===== config.mk =====
export PLATFORM = sky130hd
export DESIGN_NAME = ccu_snoop_sched_flat
export DESIGN_NICKNAME = d
export VERILOG_FILES = /design/src/rtl/ccu_snoop_sched_pkg.sv /design/src/rtl/ccu_snoop_sched_if.sv /design/src/rtl/ccu_snoop_sched_port_track.sv /design/src/rtl/ccu_snoop_sched.sv /design/src/flat_wrapper.sv
export SDC_FILE = /design/constraint.sdc
export NUM_CORES = 1
export LEC_CHECK = 0
export ABC_AREA = 0
export BUFFER_PORTS_ARGS = -buffer_cell sky130_fd_sc_hd__buf_2
export CAP_MARGIN = 20
export CORE_ASPECT_RATIO = 0.9
export CORE_UTILIZATION = 28
export DETAILED_ROUTE_END_ITERATION = 6
export GPL_ROUTABILITY_DRIVEN = 0
export PLACE_DENSITY = 0.66
export SLEW_MARGIN = 20
export SYNTH_ARGS = -nofsm -noshare
export SYNTH_HDL_FRONTEND = slang
export SYNTH_HIERARCHICAL = 1
export SYNTH_SLANG_ARGS = --single-unit

===== constraint.sdc =====
create_clock -name clk_i -period 2.4 [get_ports clk_i]
set_input_delay 0.36 -clock clk_i [delete_from_list [all_inputs] [get_ports clk_i]]
set_output_delay 0.36 -clock clk_i [all_outputs]
set_load 0.02 [all_outputs]

===== src/rtl/ccu_snoop_sched_pkg.sv =====
// Shared ACE snoop encodings, CRRESP bit positions and scheduler state type.
package ccu_snoop_sched_pkg;

  localparam int CrDataTransfer = 0;
  localparam int CrError        = 1;
  localparam int CrPassDirty    = 2;
  localparam int CrIsShared     = 3;
  localparam int CrWasUnique    = 4;

  localparam logic [3:0] ArReadOnce     = 4'b0000;
  localparam logic [3:0] ArReadShared   = 4'b0001;
  localparam logic [3:0] ArReadClean    = 4'b0010;
  localparam logic [3:0] ArReadUnique   = 4'b0111;

  localparam logic [2:0] AwWriteUnique     = 3'b000;
  localparam logic [2:0] AwWriteLineUnique = 3'b001;

  localparam logic [3:0] AcCleanInvalid = 4'b1001;
  localparam logic [3:0] AcMakeInvalid  = 4'b1101;

  typedef enum logic [1:0] {
    StIdle   = 2'd0,
    StSnoop  = 2'd1,
    StResult = 2'd2
  } ccu_snoop_state_e;

  // A partial-line WriteUnique must push dirty data home first; full-line writes just invalidate.
  function automatic logic [3:0] aw_to_ac(input logic [2:0] aw_snoop);
    return (aw_snoop == AwWriteUnique) ? AcCleanInvalid : AcMakeInvalid;
  endfunction

endpackage


===== src/rtl/ccu_snoop_sched_if.sv =====
// AR/AW request, AC/CR snoop and aggregated-result bundle around the snoop scheduler.
interface ccu_snoop_sched_if #(
  parameter int NoPorts   = 4,
  parameter int AddrWidth = 64,
  parameter int IdxWidth  = (NoPorts > 1) ? $clog2(NoPorts) : 1
);
  logic                 ar_valid_i;
  logic                 ar_ready_o;
  logic [AddrWidth-1:0] ar_addr_i;
  logic [3:0]           ar_snoop_i;
  logic [IdxWidth-1:0]  ar_src_i;
  logic                 aw_valid_i;
  logic                 aw_ready_o;
  logic [AddrWidth-1:0] aw_addr_i;
  logic [2:0]           aw_snoop_i;
  logic [IdxWidth-1:0]  aw_src_i;
  logic [NoPorts-1:0]   ac_valid_o;
  logic [NoPorts-1:0]   ac_ready_i;
  logic [AddrWidth-1:0] ac_addr_o;
  logic [3:0]           ac_snoop_o;
  logic [NoPorts-1:0]   cr_valid_i;
  logic [NoPorts-1:0]   cr_ready_o;
  logic [5*NoPorts-1:0] cr_resp_i;
  logic                 res_valid_o;
  logic                 res_ready_i;
  logic                 res_write_o;
  logic [IdxWidth-1:0]  res_src_o;
  logic [4:0]           res_resp_o;
  logic [NoPorts-1:0]   res_data_mask_o;

  modport slave (
    input  ar_valid_i, ar_addr_i, ar_snoop_i, ar_src_i,
    input  aw_valid_i, aw_addr_i, aw_snoop_i, aw_src_i,
    input  ac_ready_i, cr_valid_i, cr_resp_i, res_ready_i,
    output ar_ready_o, aw_ready_o, ac_valid_o, ac_addr_o, ac_snoop_o, cr_ready_o,
    output res_valid_o, res_write_o, res_src_o, res_resp_o, res_data_mask_o
  );

  modport master (
    output ar_valid_i, ar_addr_i, ar_snoop_i, ar_src_i,
    output aw_valid_i, aw_addr_i, aw_snoop_i, aw_src_i,
    output ac_ready_i, cr_valid_i, cr_resp_i, res_ready_i,
    input  ar_ready_o, aw_ready_o, ac_valid_o, ac_addr_o, ac_snoop_o, cr_ready_o,
    input  res_valid_o, res_write_o, res_src_o, res_resp_o, res_data_mask_o
  );
endinterface


===== src/rtl/ccu_snoop_sched_port_track.sv =====
// Per-port snoop progress: AC handshake first, then exactly one CR is accepted from that port.
module ccu_snoop_port_track (
  input  logic clk_i,
  input  logic rst_i,
  input  logic clear,
  input  logic active,
  input  logic target,
  input  logic ac_ready,
  input  logic cr_valid,
  output logic ac_valid,
  output logic cr_ready,
  output logic cr_done,
  output logic cr_fire
);
  logic ac_done;
  logic cr_done_q;

  // cr_ready only opens once ac_done is registered, so a CR racing the AC waits a cycle.
  assign ac_valid = active & target & ~ac_done;
  assign cr_ready = active & target & ac_done & ~cr_done_q;
  assign cr_fire  = cr_ready & cr_valid;
  assign cr_done  = cr_done_q;

  always_ff @(posedge clk_i) begin
    if (rst_i || clear) begin
      ac_done   <= 1'b0;
      cr_done_q <= 1'b0;
    end else begin
      if (ac_valid && ac_ready) ac_done <= 1'b1;
      if (cr_fire) cr_done_q <= 1'b1;
    end
  end
endmodule


===== src/rtl/ccu_snoop_sched.sv =====
// Snoop scheduler: arbitrates shareable AR/AW, broadcasts AC to all other ports, aggregates CR.
module ccu_snoop_sched
  import ccu_snoop_sched_pkg::*;
#(
  parameter int NoPorts   = 4,
  parameter int AddrWidth = 64,
  parameter int IdxWidth  = (NoPorts > 1) ? $clog2(NoPorts) : 1
) (
  input logic               clk_i,
  input logic               rst_i,
  ccu_snoop_sched_if.slave  bus
);
  ccu_snoop_state_e state, state_nxt;

  logic                 last_aw;
  logic                 sel_ar, sel_aw, grant;
  logic [IdxWidth-1:0]  grant_src;
  logic [NoPorts-1:0]   target_nxt;
  logic                 in_snoop, in_result, all_done;

  logic                 op_write;
  logic [AddrWidth-1:0] addr;
  logic [IdxWidth-1:0]  src;
  logic [3:0]           snoop;
  logic [NoPorts-1:0]   target;
  logic [4:0]           resp;
  logic [NoPorts-1:0]   mask;

  logic [NoPorts-1:0]   ac_valid, cr_ready, cr_done, cr_fire;
  logic [4:0]           cr_or;
  logic [NoPorts-1:0]   cr_dt;

  assign in_snoop  = (state == StSnoop);
  assign in_result = (state == StResult);

  // Round-robin between the two channels; last_aw resets high so AR wins the first tie.
  assign sel_ar    = bus.ar_valid_i & (~bus.aw_valid_i | last_aw);
  assign sel_aw    = bus.aw_valid_i & (~bus.ar_valid_i | ~last_aw);
  assign grant_src = sel_ar ? bus.ar_src_i : bus.aw_src_i;

  always_comb begin
    target_nxt = '0;
    for (int i = 0; i < NoPorts; i++) target_nxt[i] = (IdxWidth'(i) != grant_src);
  end

  always_comb begin
    cr_or = '0;
    cr_dt = '0;
    for (int i = 0; i < NoPorts; i++) begin
      if (cr_fire[i]) begin
        cr_or    = cr_or | bus.cr_resp_i[5*i +: 5];
        cr_dt[i] = bus.cr_resp_i[5*i + CrDataTransfer];
      end
    end
  end

  assign all_done = ((cr_done | cr_fire) == target);

  always_ff @(posedge clk_i) begin
    if (rst_i) state <= StIdle;
    else       state <= state_nxt;
  end

  always_comb begin
    state_nxt       = state;
    grant           = 1'b0;
    bus.ar_ready_o  = 1'b0;
    bus.aw_ready_o  = 1'b0;
    unique case (state)
      StIdle: begin
        if (!rst_i && (sel_ar || sel_aw)) begin
          grant          = 1'b1;
          bus.ar_ready_o = sel_ar;
          bus.aw_ready_o = sel_aw;
          state_nxt      = (target_nxt == '0) ? StResult : StSnoop;
        end
      end
      StSnoop:  if (all_done) state_nxt = StResult;
      StResult: if (bus.res_ready_i) state_nxt = StIdle;
      default:  state_nxt = StIdle;
    endcase
  end

  always_ff @(posedge clk_i) begin
    if (rst_i)      last_aw <= 1'b1;
    else if (grant) last_aw <= sel_aw;
  end

  // Transaction context; outputs are gated by state, so these need no reset.
  always_ff @(posedge clk_i) begin
    if (grant) begin
      op_write <= sel_aw;
      addr     <= sel_ar ? bus.ar_addr_i : bus.aw_addr_i;
      src      <= grant_src;
      snoop    <= sel_ar ? bus.ar_snoop_i : aw_to_ac(bus.aw_snoop_i);
      target   <= target_nxt;
      resp     <= '0;
      mask     <= '0;
    end else if (in_snoop) begin
      resp     <= resp | cr_or;
      mask     <= mask | cr_dt;
    end
  end

  for (genvar i = 0; i < NoPorts; i++) begin : g_port
    ccu_snoop_port_track u_track (
      .clk_i    (clk_i),
      .rst_i    (rst_i),
      .clear    (grant),
      .active   (in_snoop),
      .target   (target[i]),
      .ac_ready (bus.ac_ready_i[i]),
      .cr_valid (bus.cr_valid_i[i]),
      .ac_valid (ac_valid[i]),
      .cr_ready (cr_ready[i]),
      .cr_done  (cr_done[i]),
      .cr_fire  (cr_fire[i])
    );
  end

  assign bus.ac_valid_o      = ac_valid;
  assign bus.cr_ready_o      = cr_ready;
  assign bus.ac_addr_o       = in_snoop ? addr : '0;
  assign bus.ac_snoop_o      = in_snoop ? snoop : '0;
  assign bus.res_valid_o     = in_result;
  assign bus.res_write_o     = in_result & op_write;
  assign bus.res_src_o       = in_result ? src : '0;
  assign bus.res_resp_o      = in_result ? resp : '0;
  assign bus.res_data_mask_o = in_result ? mask : '0;

  a_ac_stable: assert property (@(posedge clk_i) disable iff (rst_i)
    (|bus.ac_valid_o) |=> $stable(bus.ac_addr_o) && $stable(bus.ac_snoop_o));
  a_res_stable: assert property (@(posedge clk_i) disable iff (rst_i)
    (bus.res_valid_o && !bus.res_ready_i) |=> bus.res_valid_o &&
      $stable({bus.res_write_o, bus.res_src_o, bus.res_resp_o, bus.res_data_mask_o}));
  a_src_range: assert property (@(posedge clk_i) disable iff (rst_i)
    grant |-> (int'(grant_src) < NoPorts));
endmodule


===== src/flat_wrapper.sv =====
// flat-port wrapper written by rule: the top's interface ports become plain ports
module ccu_snoop_sched_flat import ccu_snoop_sched_pkg::*;
#(
  parameter int NoPorts   = 4,
  parameter int AddrWidth = 64,
  parameter int IdxWidth  = (NoPorts > 1) ? $clog2(NoPorts) : 1
)
  (clk_i, rst_i, bus_ar_valid_i, bus_ar_addr_i, bus_ar_snoop_i, bus_ar_src_i, bus_aw_valid_i, bus_aw_addr_i, bus_aw_snoop_i, bus_aw_src_i, bus_ac_ready_i, bus_cr_valid_i, bus_cr_resp_i, bus_res_ready_i, bus_ar_ready_o, bus_aw_ready_o, bus_ac_valid_o, bus_ac_addr_o, bus_ac_snoop_o, bus_cr_ready_o, bus_res_valid_o, bus_res_write_o, bus_res_src_o, bus_res_resp_o, bus_res_data_mask_o);
  ccu_snoop_sched_if #(.NoPorts(NoPorts), .AddrWidth(AddrWidth), .IdxWidth(IdxWidth)) bus_i ();
  input logic clk_i;
  input logic rst_i;
  input wire logic [$bits(bus_i.ar_valid_i)-1:0] bus_ar_valid_i;
  input wire logic [$bits(bus_i.ar_addr_i)-1:0] bus_ar_addr_i;
  input wire logic [$bits(bus_i.ar_snoop_i)-1:0] bus_ar_snoop_i;
  input wire logic [$bits(bus_i.ar_src_i)-1:0] bus_ar_src_i;
  input wire logic [$bits(bus_i.aw_valid_i)-1:0] bus_aw_valid_i;
  input wire logic [$bits(bus_i.aw_addr_i)-1:0] bus_aw_addr_i;
  input wire logic [$bits(bus_i.aw_snoop_i)-1:0] bus_aw_snoop_i;
  input wire logic [$bits(bus_i.aw_src_i)-1:0] bus_aw_src_i;
  input wire logic [$bits(bus_i.ac_ready_i)-1:0] bus_ac_ready_i;
  input wire logic [$bits(bus_i.cr_valid_i)-1:0] bus_cr_valid_i;
  input wire logic [$bits(bus_i.cr_resp_i)-1:0] bus_cr_resp_i;
  input wire logic [$bits(bus_i.res_ready_i)-1:0] bus_res_ready_i;
  output wire logic [$bits(bus_i.ar_ready_o)-1:0] bus_ar_ready_o;
  output wire logic [$bits(bus_i.aw_ready_o)-1:0] bus_aw_ready_o;
  output wire logic [$bits(bus_i.ac_valid_o)-1:0] bus_ac_valid_o;
  output wire logic [$bits(bus_i.ac_addr_o)-1:0] bus_ac_addr_o;
  output wire logic [$bits(bus_i.ac_snoop_o)-1:0] bus_ac_snoop_o;
  output wire logic [$bits(bus_i.cr_ready_o)-1:0] bus_cr_ready_o;
  output wire logic [$bits(bus_i.res_valid_o)-1:0] bus_res_valid_o;
  output wire logic [$bits(bus_i.res_write_o)-1:0] bus_res_write_o;
  output wire logic [$bits(bus_i.res_src_o)-1:0] bus_res_src_o;
  output wire logic [$bits(bus_i.res_resp_o)-1:0] bus_res_resp_o;
  output wire logic [$bits(bus_i.res_data_mask_o)-1:0] bus_res_data_mask_o;
  assign bus_i.ar_valid_i = bus_ar_valid_i;
  assign bus_i.ar_addr_i = bus_ar_addr_i;
  assign bus_i.ar_snoop_i = bus_ar_snoop_i;
  assign bus_i.ar_src_i = bus_ar_src_i;
  assign bus_i.aw_valid_i = bus_aw_valid_i;
  assign bus_i.aw_addr_i = bus_aw_addr_i;
  assign bus_i.aw_snoop_i = bus_aw_snoop_i;
  assign bus_i.aw_src_i = bus_aw_src_i;
  assign bus_i.ac_ready_i = bus_ac_ready_i;
  assign bus_i.cr_valid_i = bus_cr_valid_i;
  assign bus_i.cr_resp_i = bus_cr_resp_i;
  assign bus_i.res_ready_i = bus_res_ready_i;
  assign bus_ar_ready_o = bus_i.ar_ready_o;
  assign bus_aw_ready_o = bus_i.aw_ready_o;
  assign bus_ac_valid_o = bus_i.ac_valid_o;
  assign bus_ac_addr_o = bus_i.ac_addr_o;
  assign bus_ac_snoop_o = bus_i.ac_snoop_o;
  assign bus_cr_ready_o = bus_i.cr_ready_o;
  assign bus_res_valid_o = bus_i.res_valid_o;
  assign bus_res_write_o = bus_i.res_write_o;
  assign bus_res_src_o = bus_i.res_src_o;
  assign bus_res_resp_o = bus_i.res_resp_o;
  assign bus_res_data_mask_o = bus_i.res_data_mask_o;
  ccu_snoop_sched #(.NoPorts(NoPorts), .AddrWidth(AddrWidth), .IdxWidth(IdxWidth)) u_core (.clk_i(clk_i), .rst_i(rst_i), .bus(bus_i));
endmodule

# ---- Word-level counts from Yosys, hierarchy flattened
# Index checks and enable logic that the tools add are counted.
# W data, S select, Z words.
dict set report word_totals {
  ramBits 0
  rom_bits 0
  wordCells 109
  input_bits 172
  n_memories 0
  latchBits 0
  out_inout_bits 91
  reg_bits 95
}
dict set report op_classes {
  n_mux 28
  bitwise 42
  add_sub_neg 0
  n_mul 0
  n_eq_ne 9
  n_shift 0
  n_reduce_logical 13
  div_mod_pow 0
  n_lt_le_gt_ge 0
}
# op n
set ops {}
lappend ops {{$mux W64} 2}
lappend ops {{$mux W5} 5}
lappend ops {{$and A1 B1 Y1} 23}
lappend ops {{$or A5 B5 Y5} 4}
lappend ops {{$mux W2} 6}
lappend ops {{$mux W4} 3}
lappend ops {{$not A1 Y1} 11}
lappend ops {{$mux W1} 10}
lappend ops {{$or A4 B4 Y4} 2}
lappend ops {{$pmux W2 S3} 1}
lappend ops {{$logic_and A1 B1 Y1} 5}
lappend ops {{$eq A4 B4 Y1} 1}
lappend ops {{$logic_not A4 Y1} 1}
lappend ops {{$ne A2 B1 Y1 const B} 2}
lappend ops {{$ne A2 B2 Y1 const A} 2}
lappend ops {{$logic_not A3 Y1} 1}
lappend ops {{$mux W3} 1}
lappend ops {{$reduce_and A3 Y1} 1}
lappend ops {{$eq A2 B1 Y1 const B} 1}
lappend ops {{$eq A2 B2 Y1 const B} 1}
lappend ops {{$logic_not A2 Y1} 1}
lappend ops {{$logic_or A1 B1 Y1} 2}
lappend ops {{$ne A1 B2 Y1 const A} 1}
lappend ops {{$ne A2 B2 Y1 const B} 1}
lappend ops {{other kinds (3)} 4}

# ---- Depth between registers and ports, before layout
# Gate-level depths: netlist (run 1).
dict set report logic_depth {
  depth_word 13
  mapped_depth 9
  mapped_depth_nobuf 8
}

# ---- Modules after synthesis
# Netlist (run 1), hierarchy kept.
# mod cells_each instances area_per_inst_um2 seq_area_each_um2
set by_module_without_submodules {}
lappend by_module_without_submodules {ccu_snoop_sched 328 1 4307.9 2492.4}
lappend by_module_without_submodules {ccu_snoop_port_track 11 4 103.8 40.0}

# ---- Worst setup path before layout (run 1)
# Ideal clock, no wire load.
dict set report synth_path {
  path_kind {reg-to-reg}
  start {register u_core.state[0]}
  end {register u_core.state[1]}
  setup_ns 0.060
  stages_incl_launch_ff 10
  synth_period_minus_slack_ns 2.367
  setup_slack_ns 0.033
  t_arrival_ns 2.307
  path_buffers 1
  t_required_ns 2.340
  cell_sequence {dfxtp_1 nand2b_4 inv_1 clkbuf_1 nand3_2 nor3b_2 nor2_1 xnor2_1 nor4_2 a32o_1}
}
dict set report synth_between {
  elab_chain_cells 9
  word_cells_on_any_way 26
  classes_between {6 x eq/ne; 1 x mux; 17 x bitwise; 2 x reduce/logical}
}
# element line_no
set synth_rtl {}
lappend synth_rtl {{start, declared} ccu_snoop_sched.sv:13} ;# ccu_snoop_state_e state, state_nxt;
lappend synth_rtl {{start signal, assigned} ccu_snoop_sched.sv:60} ;# if (rst_i) state <= StIdle;
lappend synth_rtl {{start signal, assigned} ccu_snoop_sched.sv:61} ;# else state <= state_nxt;
lappend synth_rtl {{$eq A2 B1 Y1} ccu_snoop_sched.sv:33} ;# assign in_snoop = (state == StSnoop);
lappend synth_rtl {{named net u_core.in_snoop} ccu_snoop_sched.sv:19} ;# logic in_snoop, in_result, all_done;
lappend synth_rtl {{$and A1 B1 Y1 (3 in a row)} ccu_snoop_sched_port_track.sv:20} ;# assign cr_ready = active & target & ac_done & ~cr_done_q;
lappend synth_rtl {{$and A1 B1 Y1} ccu_snoop_sched_port_track.sv:21} ;# assign cr_fire = cr_ready & cr_valid;
lappend synth_rtl {{named net u_core.cr_fire[2]} ccu_snoop_sched.sv:29} ;# logic [NoPorts-1:0] ac_valid, cr_ready, cr_done, cr_fire;
lappend synth_rtl {{$or A4 B4 Y4} ccu_snoop_sched.sv:57} ;# assign all_done = ((cr_done | cr_fire) == target);
lappend synth_rtl {{$eq A4 B4 Y1} ccu_snoop_sched.sv:57}
lappend synth_rtl {{$ne A2 B1 Y1 (no line)} n/a}
lappend synth_rtl {{$reduce_and A3 Y1 (no line)} n/a}
# The timed path passes the listed nets, and every way through them passes these cells.
# A chain may end at the register's enable or synchronous reset.

# ---- Worst setup path in the final report (run 1)
dict set report layout_path {
  start {register u_core.state[0]}
  end {output port bus_ac_addr_o[50]}
}
dict set report layout_between {
  elab_chain_cells 2
}
# element line_no
set layout_rtl {}
lappend layout_rtl {{$eq A2 B1 Y1} ccu_snoop_sched.sv:33}
lappend layout_rtl {{$mux W64} ccu_snoop_sched.sv:123} ;# assign bus.ac_addr_o = in_snoop ? addr : '0;
lappend layout_rtl {{end, declared} flat_wrapper.sv:27} ;# output wire logic [$bits(bus_i.ac_addr_o)-1:0] bus_ac_addr_o;
# No other way between the ends.

==> flow_summary.toml, run 1 <==
[hold_path]
worstHoldPathType = "in -> reg"
holdPathStages = 2
hp-start = "bus_ar_snoop_i[0]"
whs_endpoint = "u_core/snoop[0]"

[synthesis]
syn-num-nets = 544
synth_mux_area_share_pct = 16.4
yosysSeqAreaShare_pct = 56.2
synth-simple-area-share_pct = 18.9
synth.avg_cell_area_sq_um = 12.7
syn_area_sq_um = 4720
synthCells = 372
synth-xor-area-share_pct = 0.742
synth-compound-area-share_pct = 5.51
synth-seq-cells = 95
synth_fa_ha_area_share_pct = 0
ys_types = 34
ys_warn_count = 6
synth_top_family_by_area = "simple AND/OR/NAND/NOR gates"

[global_route]
grt_pass1_wl_um = 18000
antenna_found_initial = 0
grt_max_degree = 49
grtUsageTotal_pct = 13.4
gr-total-overflow = 0
first_global_vias = 3593

[setup_path]
crit_chain = "nand2b_4 > inv_2 > buf_6 > and2_1 > buf_2"
crit_arrival_ps = 1820
r2r_slack_ps = 470
path_class = "reg -> out"
cp-start-kind = "flip-flop"
required_ps = 2040
end_kind = "output pin"
worstRegToRegCells = 8
crit_slowest_cell = "dfxtp_1"
r2r_start = "u_core/state[0]"
crit_family = "buffers and inverters"
cp_max_fo = 48
timing.rr.end = "u_core/state[1]"
worst_path_largest_cell_delay_ps = 410
critical_path_buf_inv_count = 3

[timing]
rsz0062_at_grt = "false"
worst_pin_slew_ps = 518
fin_crit_sh_pct = 90.8
min_period_ps = 2180
setup_tns_ps = 0
finClkSkew_ps = 6.86
hold_viol = 0
slew_headroom_pct = 65.1
report.final.slew_viol_count = 0
setup_viol_count_final = 0
max_freq_mhz = 459

[power]
power_leakage_uw = 0.00295
finalPower_uw = 4290
powerDensity_nw_per_um2 = 647
peakVddDrop_v = 0.000444

[outcome]
outcome = "finished, violations left"
failed_checks = "DRC"

[die]
dieArea_sq_um = 17400
core_region_area_sq_um = 16300
die_w_um = 139
initial_core_util_pct = 29.0
die_height_um = 125
io_pins = 263
num_rows = 44

[routing]
num_vias = 3751
first_iter_violations = 165
drc_errors = 13
wl_um = 11500
drtAntennaViolNets = 0
wl_per_cell_um = 13.5
first_pass_iters = 7
routed_via_density = 4.41

[cts]
clock_path_buffers = 2
clk_latency_ps = 340
hold_buffers = 0
root_buffer = "clkbuf_16"
htreeDepth = 3
cts_tree = "built"
clock-sinks = 95
clkSlewWorstSetupHoldPaths_ps = 70
cts_inserted_buffers = 9

[run]
drv_cap = 0

[layout]
antenna_cells = 0
area_delta_synth_final_pct = 40.3
drive_gt1_share_pct = 58.1
nNetsFinal = 812

[placed_design]
hpwl_um = 8870
port_buffers = 262
-- synth_stat cells (all sizes together) --
master  count  area, sq um
nor3       11         75.1
buf         9         62.6
nor3b       6         65.1
edfxtp     75         2250
a21oi       8         40.0
a41oi       4         35.0
nand2       6         25.0
a31oi      12         75.1
nor4        1         12.5
nor2b       1         6.26
nand2b      2         22.5
o31ai       1         7.51
a32o        1         10.0
or2         2         12.5
clkbuf      8         30.0
a21boi      1         7.51
and2       80          500
a22oi      10         75.1
and3        3         18.8
inv         5         18.8
nor2       30          113
nand3       4         40.0
o21ai       2         10.0
xnor2       4         35.0
mux2       66          773
dfxtp      20          400
-- registers in the layout, summed over array words and instances (netlist names) --
name,flops
u_core/resp,5
u_core/mask,4
u_core/addr,64
u_core/snoop,4
u_core/state,2
u_core/last_aw,1
u_core/g_port.u_track/cr_done,4
u_core/g_port.u_track/ac_done,4
u_core/op_write,1
u_core/target,4
u_core/src,2
-- layer usage --
| metal | part of all wire (%) | vias to the layer above | wire, um | global-route usage [%] |
|---|---|---|---|---|
| li1 | - | 1879 | - | - |
| met1 | 42 | 1713 | 4860 | 16.0 |
| met2 | 49 | 148 | 5680 | 23.2 |
| met3 | 6.6 | 11 | 756 | 3.56 |
| met4 | 1.5 | 0 | 177 | 4.71 |
| met5 | 0 | - | 0 | 0 |
-- final cells by class --
cell class | count | area, sq um
fillers | 1620 | 9670
flip-flops and latches | 95 | 2650
multi-input cells | 255 | 1960
repair buffers | 274 | 1440
well taps | 207 | 259
clock buffers | 9 | 225
clock inverters | 6 | 62.6
inverters | 5 | 21.3
-- power by group --
group | switching (uW) | total, uW | internal, uW
combinational | 528 | 944 | 415
sequential | 37.0 | 1960 | 1920
clock | 590 | 1390 | 797
total | 1150 | 4290 | 3140
-- placed cells by master (no fill, tap or decap), drive strengths merged --
| cell type | count |
|---|---|
| a31oi | 12 |
| a41oi | 4 |
| nor2 | 30 |
| bufinv | 1 |
| inv | 5 |
| and3 | 3 |
| nand2 | 6 |
| a22oi | 10 |
| xnor2 | 4 |
| clkinv | 3 |
| o21ai | 2 |
| clkbuf | 9 |
| a32o | 1 |
| or2 | 2 |
| nor3b | 6 |
| and2 | 80 |
| a21oi | 8 |
| nand2b | 2 |
| mux2 | 66 |
| nand3 | 4 |
| o31ai | 1 |
| edfxtp | 75 |
| a21boi | 1 |
| dfxtp | 20 |
| clkinvlp | 2 |
| buf | 274 |
| nor3 | 11 |
| nor2b | 1 |
| nor4 | 1 |
-- cells by family (layout without fill, tap and decap cells) --
| family | count (synthesis) | in the layout |
|---|---|---|
| AND/OR/NAND/NOR | 146 | 146 |
| multiplexers | 66 | 66 |
| flip-flops | 95 | 95 |
| XOR/XNOR | 4 | 4 |
| AO/OA/AOI/OAI | 39 | 39 |
| buffers and inverters | 22 | 294 |
-- through the flow --
step	util, %	instances	worst slack (ps)	hold slack [ps]	cell area [sq um]
after detailed placement	38.9	836	429	455	6340
after global routing	40.7	851	52.6	256	6630
final	40.7	851	222	275	6630
after global placement	38.9	836	448	442	6340
after CTS	40.6	851	50.2	260	6620
after floorplan	-	372	32.6	428	4720
-- timing repair --
action	in CTS	in global routing
buffers inserted	0	0
gates resized for setup	0	1
setup endpoints to repair	0	21
-- worst max-delay path by stage --
stage                              to  slack (ps)  depth (start not counted)             from
detailed placement  bus_ac_addr_o[50]         430                          5  u_core/state[0]
global placement    bus_ac_addr_o[50]         450                          5  u_core/state[0]
CTS                 bus_ac_addr_o[50]          50                          5  u_core/state[0]
floorplan             u_core/state[1]          30                          9  u_core/state[0]
global route        bus_ac_addr_o[50]          50                          5  u_core/state[0]
finish              bus_ac_addr_o[50]         220                          5  u_core/state[0]
-- worst reg2reg max path, stage by stage, from the launching register on --
cell and delay, ps:
dfxtp_1 410, nand2b_4 110, inv_2 240, nand3_2 130, nor3b_2 210, nor2_1 80, xnor2_1 140, nor4_2 360
a32o_1 200
Note: power is estimated with default switching activity, not from simulation.
==> inputs of run 2 (changes only) <==
- ABC_AREA: 0 -> 1
==> run 2 against run 1 <==
Effect of this change:
- cell area up 1.2%
- critical path depth unchanged
- first-iteration DRC count up 12%
- sequential power about the same
- highest routed layer unchanged
- routed wire length up 13%
- maximum frequency up 5.4%
- sequential share of layout area down 0.47 points
- the flow now finishes without violations
==> flow_summary.toml, run 2 <==
[power]
powerDensity_nw_per_um2 = 633
power_leakage_uw = 0.00372
peakVddDrop_v = 0.000302

[synthesis]
synth_mux_area_share_pct = 0
synth_top_flop_cell = "edfxtp_1"
synth-compound-area-share_pct = 6.18
synth_top_family_by_area = "simple AND/OR/NAND/NOR gates"
synth.avg_cell_area_sq_um = 7.74
synth_fa_ha_area_share_pct = 0
synth_top_area_share_pct = 46.7
synth-seq-cells = 95
synthTopCellsByCount = "nand2_1 (217), nor2_1 (111), inv_1 (108), edfxtp_1 (75), dfxtp_1 (20)"
yosysMostFrequentCell = "nand2_1"
synthTopCellsByArea = "edfxtp_1 (47%), nand2_1 (17%), nor2_1 (8.6%)"
synth_area_leader_cell = "edfxtp_1"
synthArstFlopShare_pct = 0
ys_warn_count = 6
syn-num-nets = 795
synthCells = 623
ys_types = 22
syn_area_sq_um = 4820
synth-xor-area-share_pct = 0
synth-simple-area-share_pct = 27.9
yosysSeqAreaShare_pct = 55.0
synth_edf_count = 75

[die]
core_region_area_sq_um = 16800
die_w_um = 140
die_height_um = 126
initial_core_util_pct = 28.6
io_pins = 263
dieArea_sq_um = 17800
num_rows = 45

[routing]
num_vias = 4617
drtAntennaViolNets = 0
first_iter_violations = 184
first_pass_iters = 4
drc_errors = 0
wl_per_cell_um = 11.8
routed_via_density = 4.19
wl_um = 12900

[global_route]
grt_max_degree = 69
grt_pass1_wl_um = 20200
gr-total-overflow = 0
first_global_vias = 4176
antenna_found_initial = 0
grtUsageTotal_pct = 14.5

[timing]
worst_pin_slew_ps = 769
min_period_ps = 2070
hold_slack_ps = 272
rsz0062_at_grt = "false"
fin_crit_sh_pct = 86.1
report.final.slew_viol_count = 0
setup_viol_count_final = 0
max_freq_mhz = 484
hold_viol = 0
slew_headroom_pct = 48.8
finClkSkew_ps = 7.51
setup_tns_ps = 0

[cts]
root_buffer = "clkbuf_16"
hold_buffers = 0
cts_setup_buffers = 0
htreeDepth = 3
post_cts_resized = 0
clkSlewWorstSetupHoldPaths_ps = 70
clock_path_buffers = 2
clk_latency_ps = 350
cts_inserted_buffers = 9
cts_tree = "built"
clock-sinks = 95

[setup_path]
cp-start-kind = "flip-flop"
crit_family = "buffers and inverters"
end_kind = "output pin"
critical_path_buf_inv_count = 3
path_class = "reg -> out"
worst_path_largest_cell_delay_ps = 600
crit_chain = "inv_1 > nand2_2 > buf_4 > nor2_1 > buf_2"
crit_slowest_cell = "buf_4"
required_ps = 2040
cp_max_fo = 68
crit_arrival_ps = 1710

[layout]
drive_gt1_share_pct = 34.4
reg_top3 = "u_core/addr: 64 flops, u_core/resp: 5 flops"
final-instance-count-excl-fill = 1101
top_register = "u_core/addr"
antenna_cells = 0
largest_reg_flops = 64
area_delta_synth_final_pct = 39.1
mostFrequentLayoutCells = "buf_2 (262), nand2_1 (216), nor2_1 (110), inv_1 (108), edfxtp_1 (75)"
final_common_cell = "buf_2"
nNetsFinal = 1057

[outcome]
outcome = "complete, no violations"

[placed_design]
dp_cells = 1085
port_buffers = 262
hpwl_um = 9490

[hold_path]
worstHoldPathType = "in -> reg"

[run]
drv_cap = 0
[run 2: cell types whose count changed after synthesis, sizes merged, moves of 12 or more]
cell	change
mux2	-66
inv	+107
nor2	+81
a31oi	-12
and2	-80
nand2	+211
o21ai	+14
[run 2: cells by family after synthesis]
logic type,count (synthesis)
and+or+nand+nor,346
buffers and inverters,137
AOI/OAI and AO/OA,45
DFF,95
[run 2: worst paths after layout]
path,startpoint,to,slack (ps),cells after the start
min reg2reg,u_core/resp[3],u_core/resp[3],460,2
max reg2reg,u_core/state[0],u_core/state[0],510,11
max,u_core/state[1],bus_ac_addr_o[28],330,5
min,bus_ar_addr_i[24],u_core/addr[24],270,3
[run 2: final cells by class]
cell class	count	area, sq um
Inverter	112	420
Timing Repair Buffer	276	1440
Multi-Input combinational cell	391	1660
Clock buffer	9	225
Fill cell	1779	10100
Clock inverter	7	47.5
Sequential cell	95	2650
Tap cell	211	264
[run 2: per-stage QoR]
stage / worst slack (ps) / total power, uW / area [sq um] / util (%)
2_1_floorplan: 240 / 2550 / 4820 / -
3_3_place_gp: 574 / 2950 / 6430 / 38.2
3_5_place_dp: 526 / 2950 / 6430 / 38.2
4_1_cts: 287 / 4300 / 6710 / 39.8
5_1_grt: 121 / 4470 / 6710 / 39.8
6_report: 334 / 4240 / 6710 / 39.8
[run 2: power by group]
part	internal (uW)	switching [uW]	total [uW]
clock network	705	632	1340
registers	1930	36.8	1960
logic	329	613	942
[run 2: worst register-to-register path: stages, from the launching register on]
cell	delay [ps]
dfxtp_1	360
nand2_2	70
inv_1	270
nand3_2	130
nor3_1	330
buf_4	200
nor2_1	40
nand2_1	60
nand2_1	50
nand2_1	80
o21ai_0	80
o21ai_0	140
[run 2: layer usage]
metal | GRT usage (%) | share of wire [%] | routed length (um) | vias to the layer above
met4 | 4.27 | 0.90 | 117 | 0
met3 | 4.68 | 8.0 | 1030 | 13
li1 | - | - | - | 2411
met2 | 24.3 | 47 | 6040 | 191
met5 | 0 | 0 | 0 | -
met1 | 17.9 | 44 | 5760 | 2002
